[config.mk]
export PLATFORM = sky130hd
export DESIGN_NAME = serial_adder
export DESIGN_NICKNAME = d
export VERILOG_FILES = /design/src/rtl/serial_adder.sv
export SDC_FILE = /design/constraint.sdc
export NUM_CORES = 1
export LEC_CHECK = 0
export BUFFER_PORTS_ARGS = -buffer_cell sky130_fd_sc_hd__clkbuf_2
export CAP_MARGIN = 40
export CORE_MARGIN = 8
export CORE_UTILIZATION = 53
export CTS_CLUSTER_DIAMETER = 60
export CTS_CLUSTER_SIZE = 40
export DETAILED_ROUTE_END_ITERATION = 12
export GPL_TIMING_DRIVEN = 0
export PLACE_DENSITY_LB_ADDON = 0.2
export SETUP_SLACK_MARGIN = 0.02
export SLEW_MARGIN = 10
export SYNTH_ARGS = -nofsm -noshare
export SYNTH_HDL_FRONTEND = slang
export SYNTH_SLANG_ARGS = --single-unit
[constraint.sdc]
create_clock -name clk -period 1.8 [get_ports clk]
set_input_delay 0.09 -clock clk [delete_from_list [all_inputs] [get_ports clk]]
set_output_delay 0.09 -clock clk [all_outputs]
set_load 0.01 [all_outputs]
[src/rtl/serial_adder.sv]
// serial_adder: bit-serial WIDTH-bit adder.
//   Captures a, b, cin on an in_valid/in_ready handshake. It then adds one bit
//   pair per clock, LSB first, through a single Full_Adder slice, with the carry
//   held in a flop between cycles. The result is presented on an
//   out_valid/out_ready handshake.
//   The result is ready WIDTH cycles after acceptance. With in_valid and
//   out_ready held high, a new operation can start every WIDTH+2 cycles.
// Ports:
//   clk        rising-edge clock
//   rst_n      asynchronous active-low reset
//   in_valid   operands valid       in_ready   idle, can accept operands
//   a, b       WIDTH-bit addends    cin        carry-in
//   out_valid  result valid         out_ready  consumer takes result
//   sum        a+b+cin [WIDTH-1:0]  cout       a+b+cin [WIDTH]
//   busy       operation in flight (RUN or DONE)

// One-bit full adder slice.
//   a, b, cin  input bits
//   sum, cout  sum bit and carry-out
module Full_Adder (
  input  logic a,
  input  logic b,
  input  logic cin,
  output logic sum,
  output logic cout
);
  assign sum  = a ^ b ^ cin;
  assign cout = (a & b) | (cin & (a ^ b));
endmodule

module serial_adder #(
  parameter int WIDTH = 8
) (
  input  logic             clk,
  input  logic             rst_n,
  input  logic             in_valid,
  output logic             in_ready,
  input  logic [WIDTH-1:0] a,
  input  logic [WIDTH-1:0] b,
  input  logic             cin,
  output logic             out_valid,
  input  logic             out_ready,
  output logic [WIDTH-1:0] sum,
  output logic             cout,
  output logic             busy
);

  // The counter runs 0..WIDTH-1. It never has to hold WIDTH itself, so
  // $clog2(WIDTH) bits are enough even when WIDTH is a power of two.
  localparam int            CW   = $clog2(WIDTH);
  localparam logic [CW-1:0] LAST = CW'(WIDTH - 1);

  typedef enum logic [1:0] {
    IDLE = 2'd0,
    RUN  = 2'd1,
    DONE = 2'd2
  } state_t;

  state_t           state;
  logic [WIDTH-1:0] a_sh;
  logic [WIDTH-1:0] b_sh;
  logic [WIDTH-1:0] sum_sh;
  logic             carry;
  logic [CW-1:0]    cnt;
  logic             cout_r;
  logic             out_valid_r;
  logic             fa_sum;
  logic             fa_cout;

  Full_Adder u_fa (
    .a    (a_sh[0]),
    .b    (b_sh[0]),
    .cin  (carry),
    .sum  (fa_sum),
    .cout (fa_cout)
  );

  always_ff @(posedge clk or negedge rst_n) begin
    if (!rst_n) begin
      state       <= IDLE;
      a_sh        <= '0;
      b_sh        <= '0;
      sum_sh      <= '0;
      carry       <= 1'b0;
      cnt         <= '0;
      cout_r      <= 1'b0;
      out_valid_r <= 1'b0;
    end else begin
      case (state)
        IDLE: begin
          // in_ready is 1 throughout IDLE, so in_valid alone marks acceptance.
          if (in_valid) begin
            a_sh  <= a;
            b_sh  <= b;
            carry <= cin;
            cnt   <= '0;
            state <= RUN;
          end
        end
        RUN: begin
          // The sum fills from the top by right shift. After WIDTH shifts,
          // the first (LSB) sum bit sits in bit 0.
          sum_sh <= {fa_sum, sum_sh[WIDTH-1:1]};
          carry  <= fa_cout;
          a_sh   <= a_sh >> 1;
          b_sh   <= b_sh >> 1;
          cnt    <= cnt + 1'b1;
          if (cnt == LAST) begin
            state       <= DONE;
            out_valid_r <= 1'b1;
            cout_r      <= fa_cout;
          end
        end
        DONE: begin
          // sum/cout are left in place after the handshake.
          if (out_ready) begin
            state       <= IDLE;
            out_valid_r <= 1'b0;
          end
        end
        default: begin
          state       <= IDLE;
          out_valid_r <= 1'b0;
        end
      endcase
    end
  end

  assign in_ready  = (state == IDLE);
  assign busy      = (state != IDLE);
  assign out_valid = out_valid_r;
  assign sum       = sum_sh;
  assign cout      = cout_r;

endmodule
==> flow_summary_export.csv <==
group,metric,value,unit
routing,ant_nets,0,
final_layout,fillerInstances,228,
logic_synthesis,synth-xor-area-share,0,%
worst_setup_path,cp_top_family,"compound AO/OA/AOI/OAI gates",
routing,wl_met1,1520,um
global_routing,grt_max_degree,33,
clock_tree,cts_tree,"built",
timing,setup_viol,0,
clock_tree,post_cts_buffers,0,
clock_tree,cts-root-buf,"clkbuf_4",
logic_synthesis,synthMuxAreaShare,7.20,%
floorplan,dieArea,4900,um^2
timing,period_needed,1.53,ns
logic_synthesis,synth_top_area_share,51.8,%
status,outcome,"complete, no violations",
routing,wl_met2,1620,um
logic_synthesis,syn_nets,153,
timing,rsz0062_at_grt,"no",
clock_tree,clock_latency,0.33,ns
power,cellPowerDensity,1680,nW/um^2
logic_synthesis,yosysWarnings,0,
worst_setup_path,worst_setup_path_end_kind,"flop",
timing,fmax,0.652,GHz
worst_setup_path,cp_max_fo,10,
logic_synthesis,synth_area_leaders,"dfrtp_1 52%, mux2_2 5.8%, nor4b_1 5.7%, a211oi_1 4.9%, nor3b_1 4.9%",
logic_synthesis,synth_area,1550,um^2
clock_tree,ctsHtreeMaxLevel,2,
timing,setup_tns,0,ns
placement,portBuffers,32,
timing,relSlewSlack,47.3,%
floorplan,row_count,19,
routing,dr.pass1.iters,4,
timing,finClkSkew,0.00711,ns
routing,dr.max_layer_used,"met4",
routing,drc,0,
floorplan,num_io_pins,33,
logic_synthesis,yosysSeqAreaShare,51.8,%
logic_synthesis,postSynthCellCount,129,
final_layout,areaGrowthSynthToFinish,17.3,%
floorplan,initial_utilization,56.1,%
final_layout,drive_above_1_share,36.5,%
power,leakagePower,0.845,nW
worst_setup_path,crit_slowest_cell,"o21bai_1",
logic_synthesis,synth_seq_cells,32,
final_layout,nNetsFinal,193,
min_path,hold_path_class,"input pin to flop",
job,max_cap_viol_count,0,
final_layout,final_common_cell,"clkbuf_2",
logic_synthesis,yosys.area_share.simple,17.1,%
final_layout,stdcell_count,201,
timing,tightestPinTransition,0.791,ns
timing,drv_slew,0,
clock_tree,cts.sinks,32,
global_routing,grt_use_total,14.6,%
clock_tree,cts_buffer_depth,2,
logic_synthesis,synth_compound_area_share,13.5,%
logic_synthesis,yosys.area_share.adder,2.91,%
logic_synthesis,postSynthAreaPerCell,12.0,um^2
placement,gp_congestion,0.745,
global_routing,antenna_found_initial,0,
placement,placed_area,1750,um^2
routing,dr.first_iter.drc_count,43,
floorplan,core,2760,um^2
power,p_total,3.05,mW
worst_setup_path,path_buf_inv,1,
worst_setup_path,required,2.01,ns
routing,wl,3390,um
final_layout,final_cell_area,1810,um^2
power,ir_worst_vdd,1.27,mV
worst_setup_path,crit_arrival,1.75,ns
placement,placed_cells,192,
floorplan,die_y,70.0,um
timing,hold_viol,0,
routing,wl_met3,204,um
clock_tree,hold_buffers,1,
final_layout,layout_common_cells,"33 x clkbuf_2, 32 x dfrtp_1, 13 x inv_1",
global_routing,grt_pass1_wl,5860,um
logic_synthesis,synth_cell_types,30,
routing,wl_per_cell,16.9,um
floorplan,die-width,70.0,um
clock_tree,cts_buffers,5,
final_layout,diodes,0,
worst_setup_path,path_cells,"o21bai_1, buf_2, a211oi_1",
logic_synthesis,synth_top_family_by_area,"simple AND/OR/NAND/NOR gates",
global_routing,first_global_vias,1238,
worst_setup_path,critPathLaunchType,"flop",
worst_setup_path,critPathKind,"flop to flop",
placement,hpwl,2460,um
logic_synthesis,synth_area_leader_cell,"dfrtp_1",
timing,fin_crit_sh,85.2,%
clock_tree,path_clk_slew,0.09,ns
routing,viasPerCell,5.71,
global_routing,overflow,0,
routing,via_count,1148,
worst_setup_path,max_stage_delay,0.50,ns
clock_tree,ctsResizeCount,0,
## metrics by stage
stage                     hold WS [ns]  utilization (%)  worst slack, ns
final                           0.0216             65.8            0.266
after global routing            0.0228             65.8            0.210
after CTS                       0.0255             65.8            0.298
after detailed placement         0.205             63.3            0.314
after global placement           0.195             63.3            0.365
after floorplan                 -0.206                -            0.513
## cell usage after synthesis
library cell,n
dfrtp_1,32
inv_1,13
a211oi_1,10
nor3b_1,10
nor4b_1,10
buf_2,8
mux2_2,8
a22o_1,3
nand2b_1,3
nor2b_1,3
o221a_2,3
or4b_1,3
a21oi_1,2
a222oi_1,2
buf_6,2
ha_1,2
nand2_1,2
a32o_1,1
clkbuf_2,1
fa_1,1
mux2_1,1
mux2i_1,1
nand3b_1,1
nor2_1,1
o211ai_1,1
o21ba_2,1
o21bai_1,1
o2bb2ai_1,1
or2_2,1
or3b_1,1
## state kept, by name, summed over array words and instances, names as in the netlist
signal     count
b_sh           8
cnt            3
sum            8
out_valid      1
state          2
cout           1
a_sh           8
carry          1
## worst register-to-register path, cell delays in order (launching register included)
cell and delay [ns]:
dfrtp_1 0.45, o21bai_1 0.50, buf_2 0.34, a211oi_1 0.12
## area by class of cell
type	count	area, um^2	share of cell area [%]
Sequential cell	32	801	44.1
Multi-Input combinational cell	73	629	34.7
Timing Repair Buffer	33	170	9.38
Buffer	11	67.6	3.72
Clock buffer	8	58.8	3.24
Inverter	13	48.8	2.69
Tap cell	31	38.8	2.14
## routing by layer
metal / up-vias / track usage [%]
met5: - / 0
met4: 0 / 4.02
met3: 6 / 6.50
met2: 35 / 23.9
met1: 554 / 16.8
li1: 553 / -
## cells by family (layout without fill, tap and decap cells)
logic type	after synthesis	in the layout
and+or+nand+nor	35	35
DFF	32	32
AOI/OAI and AO/OA	25	25
buffers and inverters	24	65
muxes	10	10
adders and majority gates	3	3
## power breakdown
group	switching [mW]	total, mW	leakage [nW]	internal (mW)
registers	0.215	1.28	0.371	1.06
clock network	0.236	0.428	0.0326	0.193
logic	0.658	1.34	0.442	0.687
## path summary, 6_finish.rpt
check	cells after the start	start	slack (ns)	to
hold / removal	2	b[7]	0.02	b_sh[7]
max in group asynchronous	2	rst_n	0.92	b_sh[5]
hold reg to reg	1	cnt[0]	0.50	cnt[0]
setup / recovery	3	state[0]	0.27	a_sh[4]
setup reg to reg	3	state[0]	0.27	a_sh[4]
min in group asynchronous	2	rst_n	0.38	a_sh[0]
(Power assumes the default switching activity.)
